--- src/rtl/instr_control_unit.sv ---
// Moore controller that sequences the PC, IR, data memory, register file and ALU
// through fetch/decode/execute for one 16-bit instruction per pass.
module instr_control_unit #(
    parameter logic [2:0] ALU_PASS = 3'd0,
    parameter logic [2:0] ALU_ADD  = 3'd1,
    parameter logic [2:0] ALU_SUB  = 3'd2
) (
    input  logic        Clk,
    input  logic        Reset,
    input  logic [15:0] IR,
    output logic        PC_clr,
    output logic        PC_up,
    output logic        IR_ld,
    output logic [7:0]  D_addr,
    output logic        D_wr,
    output logic        RF_s,
    output logic [3:0]  RF_W_addr,
    output logic        RF_W_en,
    output logic [3:0]  RF_Ra_addr,
    output logic [3:0]  RF_Rb_addr,
    output logic [2:0]  ALU_s0,
    output logic [3:0]  OutState
);

    typedef enum logic [3:0] {
        S_INIT   = 4'd0,
        S_FETCH  = 4'd1,
        S_DECODE = 4'd2,
        S_NOOP   = 4'd3,
        S_LOAD_A = 4'd4,
        S_LOAD_B = 4'd5,
        S_STORE  = 4'd6,
        S_ADD    = 4'd7,
        S_SUB    = 4'd8,
        S_HALT   = 4'd9
    } state_t;

    localparam logic [3:0] OP_NOOP  = 4'b0000;
    localparam logic [3:0] OP_STORE = 4'b0001;
    localparam logic [3:0] OP_LOAD  = 4'b0010;
    localparam logic [3:0] OP_ADD   = 4'b0011;
    localparam logic [3:0] OP_SUB   = 4'b0100;
    localparam logic [3:0] OP_HALT  = 4'b0101;

    state_t     r_state;
    state_t     w_next;
    logic [3:0] w_opcode;

    assign w_opcode = IR[15:12];

    // State register; reset takes effect immediately, not at the next edge
    always_ff @(posedge Clk or posedge Reset) begin
        if (Reset) begin
            r_state <= S_INIT;
        end else begin
            r_state <= w_next;
        end
    end

    // Next-state logic; unused opcodes decode as NOOP
    always_comb begin
        w_next = S_INIT;
        case (r_state)
            S_INIT:   w_next = S_FETCH;
            S_FETCH:  w_next = S_DECODE;
            S_DECODE: begin
                case (w_opcode)
                    OP_NOOP:  w_next = S_NOOP;
                    OP_STORE: w_next = S_STORE;
                    OP_LOAD:  w_next = S_LOAD_A;
                    OP_ADD:   w_next = S_ADD;
                    OP_SUB:   w_next = S_SUB;
                    OP_HALT:  w_next = S_HALT;
                    default:  w_next = S_NOOP;
                endcase
            end
            S_NOOP:   w_next = S_FETCH;
            S_LOAD_A: w_next = S_LOAD_B;
            S_LOAD_B: w_next = S_FETCH;
            S_STORE:  w_next = S_FETCH;
            S_ADD:    w_next = S_FETCH;
            S_SUB:    w_next = S_FETCH;
            S_HALT:   w_next = S_HALT;
            default:  w_next = S_INIT;
        endcase
    end

    // Moore outputs decoded from state and the held instruction fields
    always_comb begin
        PC_clr     = 1'b0;
        PC_up      = 1'b0;
        IR_ld      = 1'b0;
        D_addr     = 8'd0;
        D_wr       = 1'b0;
        RF_s       = 1'b0;
        RF_W_addr  = 4'd0;
        RF_W_en    = 1'b0;
        RF_Ra_addr = 4'd0;
        RF_Rb_addr = 4'd0;
        ALU_s0     = ALU_PASS;
        case (r_state)
            S_INIT: PC_clr = 1'b1;
            S_FETCH: begin
                IR_ld = 1'b1;
                PC_up = 1'b1;
            end
            // Load_A only covers the synchronous memory read latency
            S_LOAD_A: begin
                D_addr = IR[11:4];
                RF_s   = 1'b1;
            end
            S_LOAD_B: begin
                D_addr    = IR[11:4];
                RF_s      = 1'b1;
                RF_W_addr = IR[3:0];
                RF_W_en   = 1'b1;
            end
            S_STORE: begin
                D_addr     = IR[7:0];
                RF_Ra_addr = IR[11:8];
                D_wr       = 1'b1;
            end
            S_ADD, S_SUB: begin
                RF_Ra_addr = IR[11:8];
                RF_Rb_addr = IR[7:4];
                RF_W_addr  = IR[3:0];
                RF_W_en    = 1'b1;
                RF_s       = 1'b0;
                ALU_s0     = (r_state == S_ADD) ? ALU_ADD : ALU_SUB;
            end
            default: ;
        endcase
    end

    assign OutState = 4'(r_state);

endmodule

--- config.mk ---
export PLATFORM = sky130hd
export DESIGN_NAME = instr_control_unit
export DESIGN_NICKNAME = d
export VERILOG_FILES = /design/src/rtl/instr_control_unit.sv
export SDC_FILE = /design/constraint.sdc
export NUM_CORES = 1
export LEC_CHECK = 0
export ABC_AREA = 1
export CAP_MARGIN = 10
export CORE_UTILIZATION = 30
export DETAILED_ROUTE_END_ITERATION = 8
export GPL_ROUTABILITY_DRIVEN = 1
export PLACE_DENSITY = 0.76
export SETUP_SLACK_MARGIN = 0.5
export SLEW_MARGIN = 20
export SYNTH_ARGS = -nofsm -noshare
export SYNTH_HDL_FRONTEND = slang
export SYNTH_SLANG_ARGS = --single-unit
--- constraint.sdc ---
create_clock -name Clk -period 1.35 [get_ports Clk]
set_clock_uncertainty 0.15 [all_clocks]
set_input_delay 0.135 -clock Clk [delete_from_list [all_inputs] [get_ports Clk]]
set_output_delay 0.135 -clock Clk [all_outputs]
set_load 0.005 [all_outputs]
==> results of run 1 <==
cell families after synthesis:
kind of cell / share of synthesized area
compound gates: 0.2633
buf+inv: 0.2256
flops: 0.1770
other cells: 0.006631
simple gates: 0.3274
layer usage:
| layer | overflow | track usage |
|---|---|---|
| met1 | 0 | 0.6578 |
| met5 | 0 | 0.05714 |
| met2 | 13 | 0.8857 |
| met3 | 0 | 0.3770 |
| met4 | 9 | 0.8303 |
repair_timing:
| item | in CTS |
|---|---|
| pin swaps | 14 |
| setup buffers | 24 |
| hold endpoints to repair | 4 |
| setup endpoints to repair | 36 |
| gates resized for setup | 168 |
| cloned | 3 |
stage by stage:
step | area, µm² | utilization | worst slack, ns
CTS | 1565 | 0.8968 | -0.3505
detailed placement | 1190 | 0.6817 | -0.4467
global placement | 1190 | 0.6817 | -0.4032
floorplan | 581.8 | - | 0.09937
==> metrics.txt, run 1 <==
Post-Syn Area 565.5 µm²; number of sinks driven by the clock tree 4; syn nets 112; Boundary Pins 51; GR Util All Layers 0.6713; kind of endpoint with the least setup slack primary output; synthesized instance count 94; GPL Wtd Cong roughly 0.76; most frequent cell after synthesis sky130_fd_sc_hd__inv_1; H-tree level count 1; outcome aborted with a tool error; Die Ht 45.42 µm; dominant cell type by area after synthesis sky130_fd_sc_hd__dfrtp_1; Seq cells post-synth 4; Post-synth EDFFs 0; post-synthesis async set-or-reset flop share 1.000; synthesized area per cell 6.016 µm²; commonest cells in the synthesized netlist sky130_fd_sc_hd__inv_1, sky130_fd_sc_hd__nand2_1, sky130_fd_sc_hd__a21oi_1, sky130_fd_sc_hd__o22ai_1; buffer type at the clock tree root sky130_fd_sc_hd__clkbuf_4; effective utilization at floorplan 0.3240; number of cells in the design after placement between 150 and 200; worst_ep grt RF_Rb_addr[3]; synth unique cells 22; ys flop type sky130_fd_sc_hd__dfrtp_1; Fail Step 5_1_grt; total number of placement rows 15; x dimension of the die 45.42 µm; HPWL after detailed placement 1802 µm; number of synthesis warnings 0; Inserted Clock Buffers 3; pin count of the biggest net entering global routing 8; share of the synthesized area in the top cell type 0.1770; top cells by area, synth sky130_fd_sc_hd__dfrtp_1, sky130_fd_sc_hd__inv_1, sky130_fd_sc_hd__a21oi_1; remaining global-route overflow 22; first logged error message [ERROR GRT-0232] Routing congestion too high. Check the congestion heatmap in the GUI.; Seq/Total Area, Yosys 0.1770; number of buffer cells added on primary ports 49; Bufs on Longest Clock Path 2
==> run 2: changes to the inputs <==
--- a/config.mk
+++ b/config.mk
@@ -7,11 +7,11 @@
 export LEC_CHECK = 0
 export ABC_AREA = 1
 export CAP_MARGIN = 10
-export CORE_UTILIZATION = 30
+export CORE_AREA = 2 2 63 65
 export DETAILED_ROUTE_END_ITERATION = 8
+export DIE_AREA = 0 0 65 67
 export GPL_ROUTABILITY_DRIVEN = 1
-export PLACE_DENSITY = 0.76
-export SETUP_SLACK_MARGIN = 0.5
+export PLACE_DENSITY_LB_ADDON = 0.15
 export SLEW_MARGIN = 20
 export SYNTH_ARGS = -nofsm -noshare
 export SYNTH_HDL_FRONTEND = slang
==> metrics.txt, run 2 <==
outcome finished, violations left; violated checks setup timing; Seq cells post-synth 4; Static Leakage 0.8926 nW; most frequent cells in the layout sky130_fd_sc_hd__buf_4, sky130_fd_sc_hd__buf_2, sky130_fd_sc_hd__inv_1; clock latency of the later-clocked register in the worst-skew pair 0.22 ns; combinational family with the most area after synthesis simple AND/OR/NAND/NOR gates; final core occ 0.4917; dominant cell type by area after synthesis sky130_fd_sc_hd__dfrtp_1; data arrival at the endpoint of the critical path between 1 and 1.5 ns; Max Slew Vio Count 0; FF-to-FF setup slack -0.33 ns; number of buffer cells added on primary ports 49; final count of hold timing violations 0; GR Util All Layers 0.1436; ys flop type sky130_fd_sc_hd__dfrtp_1; Total Power Consumption 2.418 mW; # DRC 0; fraction of the mapped netlist area in adder cells 0; xor/xnor share of the synthesized area 0; number of sinks driven by the clock tree 4; DRC marker count from the first detailed-route iteration 34; number of vias per cell after detailed routing 4.204; Compound-Gate Fraction of Synth Area 0.2633; flip-flop count of the largest register after layout 4; number of synthesis warnings 0; synthesized instance count 94; post-placement setup slack -0.5192 ns; setup repair after global routing missed its margin true; Hold Worst Slack 0.5017 ns; Cell Pwr Density 1364 mW/mm²; Post-synth EDFFs 0; total number of nets in the final design 217; grt met2 use 0.2771; Worst R2R Start OutState[3]$_DFF_PP0_; Post-Syn Area 565.5 µm²; number of cells in the finished layout apart from fillers between 200 and 250; worst vdd ir 0.0007948 V; Inserted Clock Buffers 3; number of diodes added for antenna fixing 0; Boundary Pins 51; post-synthesis async set-or-reset flop share 1.000; Post-Route Setup TNS -10.15 ns; number of cells in the design after placement 204; routed len/inst 12.63 µm; top cells by area, synth sky130_fd_sc_hd__dfrtp_1, sky130_fd_sc_hd__inv_1, sky130_fd_sc_hd__a21oi_1; layer carrying the most global-route usage met2; M3 GR Usage 0.02365; crit end category output port; number of vias in the routed layout 1,030; pin count of the biggest net entering global routing 8; Cell Chain, Critical Path nor2_4 -> buf_12 -> buf_12 -> buf_12 -> nand2_8 -> a21oi_2 -> buf_2; share of the synthesized area in the top cell type 0.1770; share of layout cells above drive strength 1 0.6751; HPWL after detailed placement about 1800 µm; number of max-cap violations 0; Worst R2R Path Depth 8; cell family contributing the most delay on the critical path buffers and inverters; most common cell after layout, fill and taps aside sky130_fd_sc_hd__buf_4; Seq/Total Area, Yosys 0.1770; total number of placement rows 22; Die Footprint 0.004355 mm²; Die Ht around 67 µm; buffer type at the clock tree root sky130_fd_sc_hd__clkbuf_8; Hold Path Class in2async; effective utilization at floorplan 0.1568; critical path launch point OutState[3]$_DFF_PP0_; element type at the critical path start flip-flop; placeable core region 0.003606 mm²; mux cell area share after synthesis 0; synthesized area per cell about 6.0 µm²; Synth-to-Final Area Change 213.5%; most frequent cell after synthesis sky130_fd_sc_hd__inv_1; slowest CP cell sky130_fd_sc_hd__dfrtp_2; max incr delay on CP between 0.4 and 0.5 ns; global-route met1 utilization 0.1576; Tcrit/Tclk final 1.291; Worst path depth 7; post-route setup slack -0.3930 ns; syn nets between 100 and 150; synth unique cells 22; capture point of the critical path RF_Ra_addr[0]; remaining global-route overflow 0; first-pass GRT wire length 4774 µm; final-report setup violation count 34; clock period minus final worst setup slack between 1.5 and 2 ns; commonest cells in the synthesized netlist sky130_fd_sc_hd__inv_1, sky130_fd_sc_hd__nand2_1, sky130_fd_sc_hd__a21oi_1, sky130_fd_sc_hd__o22ai_1; cell area reported after detailed placement 0.001210 mm²; classification of the worst setup path reg2out; cell area after layout 0.001773 mm²; antenna violations before repair 0; via count of the first global-routing pass 1,002; final routed wirelength across all metal layers ~3100 µm; remaining number of nets flagged by the antenna check after routing 0; Fmax achieved 573.7 MHz; Bufs on Longest Clock Path 2; register clock-pin slew on the reported worst setup and hold paths 0.03 ns; share of synthesized cell area in and, or, nand and nor gates 0.3274; critical-path maximum fanout 4; Detailed Routing Iterations Pass 1 4; GPL Wtd Cong ~0.80; WP data required 1.07 ns; Crit path top cell by count sky130_fd_sc_hd__buf_12; Critical path buffers and inverters 4; reg-to-reg critical path endpoint OutState[3]$_DFF_PP0_; x dimension of the die between 60 and 70 µm; H-tree level count 1; clock tree from TritonCTS yes
run 2: cell counts after synthesis:
Identical to the previous run, type by type.
run 2: where the power goes:
group / switching [mW] / total (mW) / internal (mW)
sequential: 0.0650 / 0.230 / 0.165
combinational: 0.847 / 1.93 / 1.08
clock: 0.0665 / 0.257 / 0.190
run 2: cell families after synthesis:
| logic type | after synthesis |
|---|---|
| other | 1 |
| buffers and inverters | 30 |
| flip-flops | 4 |
| AND/OR/NAND/NOR | 34 |
| AO/OA/AOI/OAI | 25 |
run 2: layout make-up:
| cell class | count | area (µm²) |
|---|---|---|
| fill | 364 | 1833 |
| sequential | 4 | 102.6 |
| clock buffer | 3 | 41.29 |
| inverter | 27 | 108.9 |
| tap | 48 | 60.06 |
| multi-input combinational | 63 | 579.3 |
| timing repair buffer | 100 | 880.8 |
run 2: timing repair:
action,CTS,global route
setup endpoints to repair,32,34
cloned,3,0
gates resized for setup,161,26
hold buffers,1,0
setup buffers,23,13
pin swaps,15,13
hold endpoints to repair,4,0
run 2: worst min path at each step:
stage,to,slack [ns],cells past startpoint,from
floorplan,OutState[0]$_DFF_PP0_,-0.25,1,Reset
global placement,OutState[2]$_DFF_PP0_,0.18,2,Reset
detailed placement,OutState[2]$_DFF_PP0_,0.18,2,Reset
CTS,OutState[1]$_DFF_PP0_,0.51,3,Reset
global route,OutState[1]$_DFF_PP0_,0.54,3,Reset
finish,OutState[1]$_DFF_PP0_,0.50,3,Reset
run 2: per-layer routing:
metal	part of all wire	wire length (µm)
met1	0.37	1158
met2	0.54	1656
met3	0.078	242
met4	0.012	36
met5	0	0
run 2: worst register-to-register path, delay by kind of cell, from the launching register on:
kind                   cells  cell delay (ns)
flip-flops                 1             0.43
buffers and inverters      5             0.56
AND/OR/NAND/NOR            2             0.36
AO/OA/AOI/OAI              1             0.10
No activity file was read; power rests on OpenSTA's default activity.
